<file path="src/rtl/sd_spi_engine_pkg.sv">
// Shared SPI engine types: command and FSM state encodings, default dividers.
package sdspi_types;

  localparam int SDSPI_SLOW_DIV = 125;
  localparam int SDSPI_FAST_DIV = 2;

  typedef enum logic [2:0] {
    spiopNOP  = 3'd0,
    spiopCSL  = 3'd1,
    spiopCSH  = 3'd2,
    spiopFAST = 3'd3,
    spiopSLOW = 3'd4,
    spiopTR   = 3'd5
  } spiOP_t;

  typedef enum logic [2:0] {
    sdspiIDLE = 3'd0,
    sdspiLOW  = 3'd1,
    sdspiHIGH = 3'd2,
    sdspiDONE = 3'd3,
    sdspiACK  = 3'd4
  } sdspiSTATE_t;

endpackage

</file>
<file path="src/rtl/sd_spi_engine_div.sv">
// Loadable half-period down-counter: load sets div-1, tick while count is zero.
module sd_spi_div #(
  parameter int W = 8
) (
  input  logic         clk,
  input  logic         reset,
  input  logic         clear,
  input  logic         load,
  input  logic [W-1:0] div,
  output logic         tick
);

  logic [W-1:0] cnt;

  // Count down toward zero; a load restarts the half-period
  always_ff @(posedge clk or negedge reset) begin
    if (!reset)              cnt <= '0;
    else if (clear)          cnt <= '0;
    else if (load)           cnt <= div - W'(1);
    else if (cnt != '0)      cnt <= cnt - W'(1);
  end

  assign tick = (cnt == '0);

endmodule

</file>
<file path="src/rtl/sd_spi_engine.sv">
// Byte-level SPI mode-0 master (MSB first) with CS and clock-speed commands.
module sd_spi_engine
  import sdspi_types::*;
#(
  parameter int SLOW_DIV = SDSPI_SLOW_DIV,
  parameter int FAST_DIV = SDSPI_FAST_DIV
) (
  input  logic       clk,
  input  logic       reset,
  input  logic       clear,
  input  spiOP_t     spiOP,
  input  logic [0:7] spiTXD,
  output logic [0:7] spiRXD,
  output logic       spiDONE,
  output logic       spiBUSY,
  input  logic       sdMISO,
  output logic       sdMOSI,
  output logic       sdSCLK,
  output logic       sdCS
);

  localparam int DW = $clog2(SLOW_DIV + 1);
  localparam logic [DW-1:0] SLOW_V = DW'(SLOW_DIV);
  localparam logic [DW-1:0] FAST_V = DW'(FAST_DIV);

  sdspiSTATE_t   state_q, state_d;
  logic          fast_q;
  logic [DW-1:0] div_lat, div_val;
  logic          div_load, tick;
  logic [0:6]    tx;        // remaining TX bits after the one on MOSI
  logic [0:7]    rx;
  logic [2:0]    bitcnt;
  logic          sclk_q, mosi_q, cs_q, done_q, busy_q;
  logic [0:7]    rxd_q;
  logic          accept;

  assign accept  = (state_q == sdspiIDLE) && (spiOP != spiopNOP);
  // At accept the live mode is used; afterwards the latched divider keeps the byte at one speed
  assign div_val = (state_q == sdspiIDLE) ? (fast_q ? FAST_V : SLOW_V) : div_lat;

  sd_spi_div #(.W(DW)) u_div (
    .clk   (clk),
    .reset (reset),
    .clear (clear),
    .load  (div_load),
    .div   (div_val),
    .tick  (tick)
  );

  // State register
  always_ff @(posedge clk or negedge reset) begin
    if (!reset)     state_q <= sdspiIDLE;
    else if (clear) state_q <= sdspiIDLE;
    else            state_q <= state_d;
  end

  // Next state and divider reload strobe
  always_comb begin
    state_d  = state_q;
    div_load = 1'b0;
    unique case (state_q)
      sdspiIDLE: if (accept) begin
        if (spiOP == spiopTR) begin
          state_d  = sdspiLOW;
          div_load = 1'b1;
        end else begin
          state_d  = sdspiDONE;
        end
      end
      sdspiLOW: if (tick) begin
        state_d  = sdspiHIGH;
        div_load = 1'b1;
      end
      sdspiHIGH: if (tick) begin
        div_load = 1'b1;
        state_d  = (bitcnt == 3'd7) ? sdspiDONE : sdspiLOW;
      end
      sdspiDONE: state_d = sdspiACK;
      sdspiACK:  if (spiOP == spiopNOP) state_d = sdspiIDLE;
      default:   state_d = sdspiIDLE;
    endcase
  end

  // Pin drivers, shift registers and command side effects
  always_ff @(posedge clk or negedge reset) begin
    if (!reset) begin
      cs_q <= 1'b1; sclk_q <= 1'b0; mosi_q <= 1'b1; fast_q <= 1'b0;
      rxd_q <= '0; tx <= '1; rx <= '0; bitcnt <= '0; div_lat <= '0;
    end else if (clear) begin
      cs_q <= 1'b1; sclk_q <= 1'b0; mosi_q <= 1'b1; fast_q <= 1'b0;
      rxd_q <= '0; tx <= '1; rx <= '0; bitcnt <= '0; div_lat <= '0;
    end else begin
      unique case (state_q)
        sdspiIDLE: if (accept) begin
          unique case (spiOP)
            spiopCSL:  cs_q   <= 1'b0;
            spiopCSH:  cs_q   <= 1'b1;
            spiopFAST: fast_q <= 1'b1;
            spiopSLOW: fast_q <= 1'b0;
            spiopTR: begin
              tx      <= spiTXD[1:7];
              mosi_q  <= spiTXD[0];
              bitcnt  <= '0;
              div_lat <= div_val;
            end
            default: ;
          endcase
        end
        sdspiLOW: if (tick) begin
          sclk_q <= 1'b1;
          rx     <= {rx[1:7], sdMISO};
        end
        sdspiHIGH: if (tick) begin
          sclk_q <= 1'b0;
          bitcnt <= bitcnt + 3'd1;
          if (bitcnt == 3'd7) begin
            mosi_q <= 1'b1;
            rxd_q  <= rx;
          end else begin
            mosi_q <= tx[0];
            tx     <= {tx[1:6], 1'b1};
          end
        end
        default: ;
      endcase
    end
  end

  // Handshake flags trail the FSM by one cycle
  always_ff @(posedge clk or negedge reset) begin
    if (!reset) begin
      done_q <= 1'b0; busy_q <= 1'b0;
    end else if (clear) begin
      done_q <= 1'b0; busy_q <= 1'b0;
    end else begin
      done_q <= (state_q == sdspiDONE);
      busy_q <= (state_q != sdspiIDLE);
    end
  end

  assign sdCS    = cs_q;
  assign sdSCLK  = sclk_q;
  assign sdMOSI  = mosi_q;
  assign spiRXD  = rxd_q;
  assign spiDONE = done_q;
  assign spiBUSY = busy_q;

endmodule

</file>
<file path="config.mk">
export PLATFORM = sky130hd
export DESIGN_NAME = sd_spi_engine
export DESIGN_NICKNAME = d
export VERILOG_FILES = /design/src/rtl/sd_spi_engine_pkg.sv /design/src/rtl/sd_spi_engine_div.sv /design/src/rtl/sd_spi_engine.sv
export SDC_FILE = /design/constraint.sdc
export NUM_CORES = 1
export LEC_CHECK = 0
export ABC_AREA = 1
export CORE_ASPECT_RATIO = 2
export CORE_UTILIZATION = 30
export DETAILED_ROUTE_END_ITERATION = 8
export GPL_TIMING_DRIVEN = 0
export PLACE_DENSITY = 0.55
export SYNTH_ARGS = -nofsm -noshare
export SYNTH_HDL_FRONTEND = slang
export SYNTH_SLANG_ARGS = --single-unit
</file>
<file path="constraint.sdc">
create_clock -name clk -period 2.65 [get_ports clk]
set_clock_uncertainty 0.2 [all_clocks]
set_input_delay 0.53 -clock clk [delete_from_list [all_inputs] [get_ports clk]]
set_output_delay 0.53 -clock clk [all_outputs]
set_load 0.02 [all_outputs]
</file>
# == After elaboration in Yosys (flattened, before gate mapping) ==
# Index checks and enable logic that the tools add are counted.
# totals
register_bits,49
out_inout_bits,13
wordCells,120
# op_classes
reduce_logical,29
mux,59
addsub,3
eq_ne,16
# ops
cell,n
7-bit 2-to-1 mux,14
8-bit 2-to-1 mux,7
3-bit 2-to-1 mux,9
3-bit nonzero test,7
1-bit 2-to-1 mux,19
"3-bit inequality test, second input constant",5
3-bit case mux with 5 select lines,1
3-bit AND reduction,5
7-bit case mux with 2 select lines,1
2-bit nonzero test,7
"7-bit by 1-bit subtractor with 7-bit output, second input constant",2
"3-bit by 2-bit equality test with 1-bit output, second input constant",4
"3-bit equality test, second input constant",4
1-bit case mux with 2 select lines,5
4-bit AND reduction,2
7-bit zero test,1
7-bit nonzero test,1
"3-bit by 1-bit equality test with 1-bit output, second input constant",2
3-bit zero test,2
3-bit case mux with 2 select lines,1
5-bit AND reduction,1
2-bit 2-to-1 mux,2
"3-bit by 1-bit adder with 3-bit output, second input constant",1
"3-bit by 2-bit inequality test with 1-bit output, second input constant",1
other kinds (3),3

# == Longest topological paths before layout ==
# Gate-level depths: netlist (run 1).
# logic_depth
word_depth,6
ltp_mapped,13

# == By module ==
# Synthesis (run 1) repeated with hierarchy kept, for this count alone.
# unflattened
hier_cells,341
hier_area_um2,2716.4
# by_module_without_submodules
mod,cells_each,seq_area_each_um2,area_each_um2,n_inst
sd_spi_engine,269,1062.3,2212.1,1
sd_spi_div,72,175.2,504.2,1

# == Worst setup path after synthesis (run 1) ==
# Ideal clock, no wire load.
# synth_path
kind,in2reg
from,input spiOP[1]
to,register u_div.cnt[2]
stages,11
slack_ns,0.806
required_ns,2.329
arrival_time_ns,1.523
n_path_buf,0
cell_sequence,inv_2 nand2_1 nor2_2 nand2_8 nand2_8 nand2_4 nand2_4 inv_4 nor2_4 xor2_1 nor2_1
# synth_via
elab_chain_cells,6
# synth_lines
element,line_no,source
"start, declared",sd_spi_engine.sv:11,"input spiOP_t spiOP,"
3-bit equality test / 3-bit nonzero test (equally long branches),"sd_spi_engine.sv:63, sd_spi_engine.sv:37",
1-bit 2-to-1 mux / 1-bit logical AND (equally long branches),"sd_spi_engine.sv:63, sd_spi_engine.sv:37",
1-bit 2-to-1 mux (*),sd_spi_engine.sv:62,sdspiIDLE: if (accept) begin
1-bit case mux with 2 select lines (*),sd_spi_engine.sv:61,unique case (state_q)
7-bit 2-to-1 mux,sd_spi_engine_div.sv:19,else if (load) cnt <= div - W'(1);
7-bit 2-to-1 mux,sd_spi_engine_div.sv:18,else if (clear) cnt <= '0;
"end signal, assigned",sd_spi_engine_div.sv:19,
"end signal, assigned",sd_spi_engine_div.sv:20,else if (cnt != '0) cnt <= cnt - W'(1);
"end, declared",sd_spi_engine_div.sv:13,logic [W-1:0] cnt;
# Every way passes the cells marked *; elsewhere a longest branch is shown, timed or not.
# A chain may end at the register's enable or synchronous reset.

# == Worst setup path after layout (run 1) ==
# layout_path
from,input spiOP[2]
to,register u_div.cnt[4]
# Same word-level chain as after synthesis.

==> flow_summary.toml, run 1 <==
[outcome]
status = "finished clean"

[finish]
fin_cells = 420
nets = 338
syn_to_final_growth_pct = 22.9
layout_common_cells = "nand2_1, dfrtp_1, o21ai_0"
final_layout_size_suffix_gt1_share_pct = 17.7
antenna_cells = 0
fillers = 890
layout_commonest_cell = "nand2_1"

[logic_synthesis]
yosys.area.top_type = "dfrtp_1"
synth_area_per_cell_um2 = 8.84
syn_area_mm2 = 0.00253
synthTopCellsByArea = "dfrtp_1, nand2_1, dfstp_2"
synth_cell_types = 40
yosysSeqAreaShare_pct = 48.9
syn-num-nets = 303
ys_ff_latch = 49
yosysWarnings = 0
synth_top_area_share_pct = 39.6
syn_inst = 286

[timing]
worstMarginPinSlew_ns = 0.563
fmaxAchievable_mhz = 440
hold_viol = 0
post-route-period-util_pct = 85.7
rsz0062_at_grt = "false"
setup_tns_ns = 0
slew_viol_final = 0
period_needed_ns = 2.27
slew_headroom_pct = 62.5
finalSetupViolCount = 0

[clock_tree]
cts_buffer_depth = 2
htreeDepth = 2
cts_tree = "done"
cts_buffers = 5
cts_root_buffer = "clkbuf_16"
cts_setup_buffers = 0
clock_sinks = 49
hold_buffers = 0
cts.repair.resized = 0
clk_pin_slew_worst_paths_ns = 0.07
insertion_delay_ns = 0.30

[worst_setup_path]
end_kind = "flip-flop"
critPathArrivalTime_ns = 2.30
crit_path_cell_trace = "clkdlybuf4s50_1 > inv_1 > nor2_2 > nand2_8 > nand2_8 > inv_1 > nand3_1 > nand2_1 > inv_1 > nand2_1 > nor2_1"
slowest_stage = "clkdlybuf4s50_1"
slowest_delay_ns = 0.51
critPathLaunchType = "input port"
r2r_slack_ns = 0.49
r2r_cells = 7
required_ns = 2.68
r2r-end = "spiRXD[0]"
r2r_start = "bitcnt[0]"
cpMostUsedCell = "inv_1"
path_class = "input port to flip-flop"
path_max_fanout = 7

[grt]
grt_pass1_wl_mm = 10.2
grt_pass1_vias = 2131
track_usage_pct = 15.5
antenna_found_initial = 0
grt_overflow = 0
grt_max_degree = 29

[die]
die_y_um = 132
io_pins = 28
die-area_mm2 = 0.00882
start_util_pct = 30.7
die_x_um = 66.9
fp.coreArea_mm2 = 0.00823
rows = 47

[routing]
drc = 0
wl_mm = 5.91
via_count = 2008
post_drt_wl_per_cell_um = 14.1
drtAntennaViolNets = 0
drtIter0Drc = 54
dr.pass1.iters = 4
viasPerCell = 4.78

[placed_design]
dp_cells = 412
port_buffers = 27
place_congestion = 0.813
hpwlAfterDp_mm = 4.52

[run]
maxCapViolations = 0

[pwr]
ir_worst_vdd_mv = 0.442
power.static_leakage_nw = 1.42
p_per_area_mw_per_mm2 = 1040

[hold_path]
hold_path.class = "input port to async pin"
-- critical path: cells and delay by family --
kind	cells	cell delay, ns
AND/OR/NAND/NOR	7	0.92
buffers and inverters	4	0.84
-- where the power goes --
group	internal (W)	switching [W]	leakage [nW]	total, W
Clock	0.000447	0.000303	0.0800	0.000750
Sequential	0.000971	0.000106	0.637	0.00108
Combinational	0.000501	0.000893	0.707	0.00139
-- worst max path at each step --
| stage | start | to | cells past startpoint |
|---|---|---|---|
| 2_1_floorplan | spiOP[1] | u_div.cnt[2] | 11 |
| 4_1_cts | clear | rx[2] | 6 |
| 3_5_place_dp | clear | rx[2] | 6 |
| 5_1_grt | clear | rx[2] | 6 |
| 6_report | spiOP[2] | u_div.cnt[4] | 11 |
| 3_3_place_gp | reset | bitcnt[2] | 1 |
-- kinds of logic (layout without fill, tap and decap cells) --
group | count (synthesis) | count (layout) | share of synthesized area (%)
and+or+nand+nor | 138 | 138 | 29.8
AOI/OAI and AO/OA | 59 | 59 | 13.3
DFF | 49 | 49 | 48.9
buffers and inverters | 36 | 72 | 6.28
adders and majority gates | 2 | 2 | 0.989
xor gates and xnor gates | 2 | 2 | 0.693
-- cell type report --
class / instances / area, um^2 / share of cell area [%]
Tap cell: 98 / 123 / 3.95
Multi-Input combinational cell: 201 / 1130 / 36.4
Clock inverter: 3 / 46.3 / 1.49
Timing Repair Buffer: 28 / 285 / 9.18
Sequential cell: 49 / 1240 / 39.8
Clock buffer: 5 / 125 / 4.03
Inverter: 28 / 113 / 3.62
Buffer: 8 / 46.3 / 1.49
-- flip-flops by register name (all words and copies together) (netlist names) --
name,count
sdSCLK,1
sdCS,1
div_lat,7
rx,8
fast_q,1
state_q,3
spiRXD,8
sdMOSI,1
tx,7
spiBUSY,1
spiDONE,1
bitcnt,3
u_div.cnt,7
-- synthesized netlist by cell type --
master and count:
a2111oi_0 1, a21oi_1 1, a21oi_2 1, a31oi_1 2, a41oi_1 1, buf_2 1
buf_6 2, clkbuf_1 5, dfrtp_1 40, dfstp_2 9, ha_1 2, inv_1 22
inv_2 4, inv_4 1, inv_6 1, nand2_1 65, nand2_2 6, nand2_4 7
nand2_8 3, nand3_1 22, nand3_2 1, nand3_4 1, nand3b_1 2, nand3b_4 1
nor2_1 20, nor2_2 5, nor2_4 2, nor2_8 1, nor3_1 1, nor4_1 1
o2111ai_1 1, o21a_1 1, o21ai_0 33, o21ai_1 8, o21ai_2 1, o22ai_1 6
o311ai_0 1, o31ai_1 1, o32ai_1 1, xor2_1 2
-- through the flow --
step | worst slack, ns | utilization [%] | instance area, um^2 | hold WS, ns | total power (W)
final | 0.378 | 37.8 | 3110 | 0.0169 | 0.00322
after floorplan | 0.806 | - | 2530 | 0.0344 | 0.00218
after detailed placement | 0.0383 | 35.7 | 2940 | 0.267 | 0.00250
after global routing | 0.0721 | 37.8 | 3110 | 0.0594 | 0.00348
after CTS | 0.344 | 37.8 | 3110 | 0.0442 | 0.00326
after global placement | -0.617 | 35.5 | 2920 | 0.262 | 0.00248
-- per-layer routing --
metal / GRT usage, % / vias to the layer above / wire length (um)
met5: 0 / - / 0
met4: 5.79 / 0 / 104
met3: 2.85 / 5 / 143
met2: 28.8 / 28 / 3420
met1: 16.3 / 965 / 2240
li1: - / 1010 / -
Power figures use the tool's default switching activity.
==> run 2: changes to the inputs <==
CORE_UTILIZATION = 38   (was 30)
PLACE_DENSITY = 0.65   (was 0.55)
==> flow_summary.toml, run 2 (synthesized netlist as in run 1, its figures left out) <==
[outcome]
status = "finished clean"

[clock_tree]
cts_tree = "done"
cts_buffer_depth = 2
cts_buffers = 5
clock_sinks = 49
insertion_delay_ns = 0.30
hold_buffers = 1
clk_pin_slew_worst_paths_ns = 0.07
cts_root_buffer = "clkbuf_16"
htreeDepth = 2
cts_setup_buffers = 0
cts.repair.resized = 0

[worst_setup_path]
path_class = "input port to flip-flop"
path_max_fanout = 7
slowest_stage = "clkdlybuf4s50_1"
cpMostUsedCell = "nand2_8"
required_ns = 2.64
critPathLaunchType = "input port"
critPathArrivalTime_ns = 2.21
slowest_delay_ns = 0.52
crit_path_cell_trace = "clkdlybuf4s50_1 > inv_1 > nor2_2 > nand2_8 > nand2_8 > nand2_2 > nand2_4 > inv_2 > nor2_4 > xor2_1 > nor2_1"
end_kind = "flip-flop"

[placed_design]
port_buffers = 27
place_area_mm2 = 0.00292
place_congestion = 0.902
hpwlAfterDp_mm = 4.12
pre_cts_ws_ns = 0.117

[pwr]
power_w = 0.00322
p_per_area_mw_per_mm2 = 1040
ir_worst_vdd_mv = 0.692
power.static_leakage_nw = 1.43

[finish]
layout_common_cells = "nand2_1, dfrtp_1, o21ai_0"
layout_commonest_cell = "nand2_1"
register_area_mm2 = 0.00124
multiInputGateArea_mm2 = 0.00113
fillers = 661
final_layout_size_suffix_gt1_share_pct = 17.6
nets = 339
utilization_pct = 48.9
stdcell_area_mm2 = 0.00311
syn_to_final_growth_pct = 22.9
antenna_cells = 0

[timing]
slew_headroom_pct = 67.7
slew_viol_final = 0
post-route-period-util_pct = 83.9
hold_viol = 0
finalSetupViolCount = 0
worstMarginPinSlew_ns = 0.484
worst_slack_ns = 0.426
fmaxAchievable_mhz = 450
setup_tns_ns = 0
period_needed_ns = 2.22
rsz0062_at_grt = "false"

[grt]
grt_overflow = 0
grt_max_degree = 38
grt_pass1_wl_mm = 9.36
track_usage_pct = 17.5
met3_usage_pct = 4.19
use_met1_pct = 20.1
gr-usage-met2_pct = 30.1
antenna_found_initial = 0
grt_pass1_vias = 2022
grt-busiest-layer = "met2"

[routing]
dr.pass1.iters = 4
post_drt_wl_per_cell_um = 13.1
drtIter0Drc = 79
viasPerCell = 4.90
drc = 0
wl_mm = 5.37
via_count = 2006
drtAntennaViolNets = 0

[hold_path]
hold_path.class = "flip-flop to flip-flop"

[die]
rows = 41
io_pins = 28
fp.coreArea_mm2 = 0.00636
die_y_um = 117
start_util_pct = 39.8
die-area_mm2 = 0.00700
die_x_um = 59.7

[run]
maxCapViolations = 0
-- run 2: cell count changes in the layout (fill, tap and decap cells not counted) --
cell | before | now
clkbuf_8 | 0 | 1
clkinv_4 | 1 | 0
dlygate4sd3_1 | 0 | 1
-- run 2: worst paths after layout --
kind                                 to  slack [ns]  cells past startpoint      start
max in group asynchronous         tx[2]        1.20                      3      reset
hold / removal                    tx[6]        0.27                      2      tx[6]
setup / recovery           u_div.cnt[2]        0.43                     11   spiOP[2]
min in group asynchronous    div_lat[1]        0.47                      2      reset
hold reg to reg                   tx[6]        0.27                      2      tx[6]
setup reg to reg              spiRXD[1]        0.55                      7  bitcnt[0]
-- run 2: area by class of cell --
type / instances / share of cell area, %
inverters: 28 / 3.62
repair buffers: 29 / 9.50
flip-flops and latches: 49 / 39.8
clock inverters: 2 / 1.21
multi-input cells: 201 / 36.4
clock buffers: 6 / 4.47
well taps: 86 / 3.46
plain buffers: 8 / 1.49
-- run 2: routing by layer --
| layer | vias to the layer above | routed length, um |
|---|---|---|
| li1 | 1011 | - |
| met1 | 954 | 2150 |
| met2 | 33 | 2950 |
| met3 | 8 | 170 |
| met4 | 0 | 104 |
| met5 | - | 0 |
-- run 2: critical path, delay by kind of cell --
kind	cells	cell delay, ns
XOR/XNOR	1	0.16
buffers and inverters	3	0.68
AND/OR/NAND/NOR	7	0.83
-- run 2: per-stage QoR --
step                hold WS (ns)  cells
floorplan                 0.0344    286
global placement           0.260    399
detailed placement         0.262    400
CTS                        0.278    409
global route               0.305    409
finish                     0.274    409
-- run 2: report_power, final --
part / switching, W / internal (W)
clock network: 0.000283 / 0.000471
logic: 0.000894 / 0.000502
registers: 0.000101 / 0.000971
total: 0.00128 / 0.00194
==> run 3: changes to the inputs <==
PLACE_DENSITY = 0.67   (was 0.65)
clock period = 2 ns   (was 2.65 ns; I/O delays follow)
==> flow_summary.toml, run 3 (synthesized netlist as in run 1, its figures left out) <==
[worst_setup_path]
r2r_cells = 11
end_kind = "flip-flop"
r2r_slack_ns = 0.09
r2r_start = "state_q[0]"
critPathArrivalTime_ns = 1.92
required_ns = 1.99
r2r-end = "u_div.cnt[2]"
path_class = "input port to flip-flop"
critPathLaunchType = "input port"
path_max_fanout = 7

[placed_design]
port_buffers = 27
pre_cts_ws_ns = -0.419
place_congestion = 0.870
hpwlAfterDp_mm = 4.11

[grt]
grt_overflow = 0
grt_pass1_wl_mm = 9.27
antenna_found_initial = 0
grt_max_degree = 40
track_usage_pct = 17.6
grt_pass1_vias = 2010

[routing]
drtIter0Drc = 58
viasPerCell = 4.94
via_count = 2041
post_drt_wl_per_cell_um = 13.3
drc = 0
dr.pass1.iters = 4
drtAntennaViolNets = 0
wl_mm = 5.48

[die]
die-area_mm2 = 0.00700
die_y_um = 117
start_util_pct = 39.8
rows = 41
io_pins = 28
fp.coreArea_mm2 = 0.00636
die_x_um = 59.7

[timing]
post-route-period-util_pct = 96.6
hold_viol = 0
worstMarginPinSlew_ns = 0.517
rsz0062_at_grt = "false"
fmaxAchievable_mhz = 517
slew_viol_final = 0
slew_headroom_pct = 65.5
period_needed_ns = 1.93
worst_slack_ns = 0.0675
finalSetupViolCount = 0
timing.hold.ws_ns = 0.271

[finish]
antenna_cells = 0
layout_commonest_cell = "nand2_1"
nets = 343
register_area_mm2 = 0.00124
fillers = 637
final_layout_size_suffix_gt1_share_pct = 22.3
syn_to_final_growth_pct = 25.3
layout_common_cells = "nand2_1, dfrtp_1, o21ai_0"
multiInputGateArea_mm2 = 0.00118

[hold_path]
whs_endpoint = "tx[1]"
worstHoldPathCells = 2
hold_path.class = "flip-flop to flip-flop"
holdCritStartpoint = "tx[1]"

[pwr]
power.static_leakage_nw = 1.47
p_per_area_mw_per_mm2 = 1340
ir_worst_vdd_mv = 0.748

[outcome]
status = "finished clean"

[clock_tree]
htreeDepth = 2
cts_tree = "done"
cts_buffer_depth = 2
cts_root_buffer = "clkbuf_16"
insertion_delay_ns = 0.30
clk_pin_slew_worst_paths_ns = 0.07
clock_sinks = 49
cts_buffers = 5

[run]
maxCapViolations = 0
[run 3: changes by cell type in the layout (fill, tap and decap cells not counted), moves of 2 or more]
cell	delta
clkdlybuf4s50_1	-4
nand2_1	-3
dlygate4sd2_1	+2
nand2_2	+2
inv_2	+2
inv_1	-3
nor2_4	+3
clkbuf_1	-4
buf_4	+4
clkbuf_2	+3
dlymetal6s2s_1	+2
nor2_1	-2
[run 3: area by class of cell]
class                   instances  area share (%)
plain buffers                   8            1.70
clock buffers                   5            3.95
clock inverters                 3           0.671
inverters                      28            3.63
multi-input cells             201            37.2
flip-flops and latches         49            39.1
well taps                      86            3.40
repair buffers                 33            10.3
[run 3: what timing repair did]
item	CTS	global route
hold endpoints to repair	10	0
resized for setup	10	17
pin swaps	1	2
hold buffers	1	0
endpoints found under the setup margin	30	28
setup buffers	2	2
[run 3: report_power, final]
part / switching (W) / internal, W
Sequential: 0.000143 / 0.00129
Clock: 0.000382 / 0.000466
Combinational: 0.00126 / 0.000715
[run 3: critical path, cell delays in order]
cell,delay (ns)
clkdlybuf4s50_1,0.52
inv_2,0.08
nor2_4,0.17
nand2_8,0.10
nand2_8,0.10
nand2_4,0.05
nand2_4,0.08
inv_4,0.05
nor2_4,0.14
xor2_1,0.16
nor2_1,0.05
[run 3: worst max path at each step]
stage                   end  startpoint  slack (ns)  cells after the start
5_1_grt        u_div.cnt[3]  state_q[0]       0.001                     11
6_report       u_div.cnt[2]    spiOP[2]        0.07                     11
2_1_floorplan     spiRXD[0]   bitcnt[0]        0.22                      7
3_3_place_gp      spiRXD[6]       reset       -1.14                      1
3_5_place_dp   u_div.cnt[5]    spiOP[2]       -0.42                     11
4_1_cts        u_div.cnt[5]    spiOP[2]       0.008                     11
[run 3: metrics by stage]
stage / instance area, um^2 / util [%] / power (W) / cells / setup TNS [ns]
after floorplan: 2530 / - / 0.00289 / 286 / 0
after global placement: 2910 / 45.7 / 0.00326 / 399 / -63.31
after detailed placement: 2920 / 45.9 / 0.00330 / 400 / -13.45
after CTS: 3110 / 48.9 / 0.00421 / 411 / 0
after global routing: 3170 / 49.8 / 0.00452 / 413 / 0
final: 3170 / 49.8 / 0.00425 / 413 / 0
[run 3: metal layers]
metal	vias up	routed length [um]	part of all wire, %	global-route usage [%]
met4	0	260	4.7	12.8
met5	-	0	0	0
met3	17	134	2.4	3.42
li1	1021	-	-	-
met1	968	2200	40	19.3
met2	35	2890	53	28.7
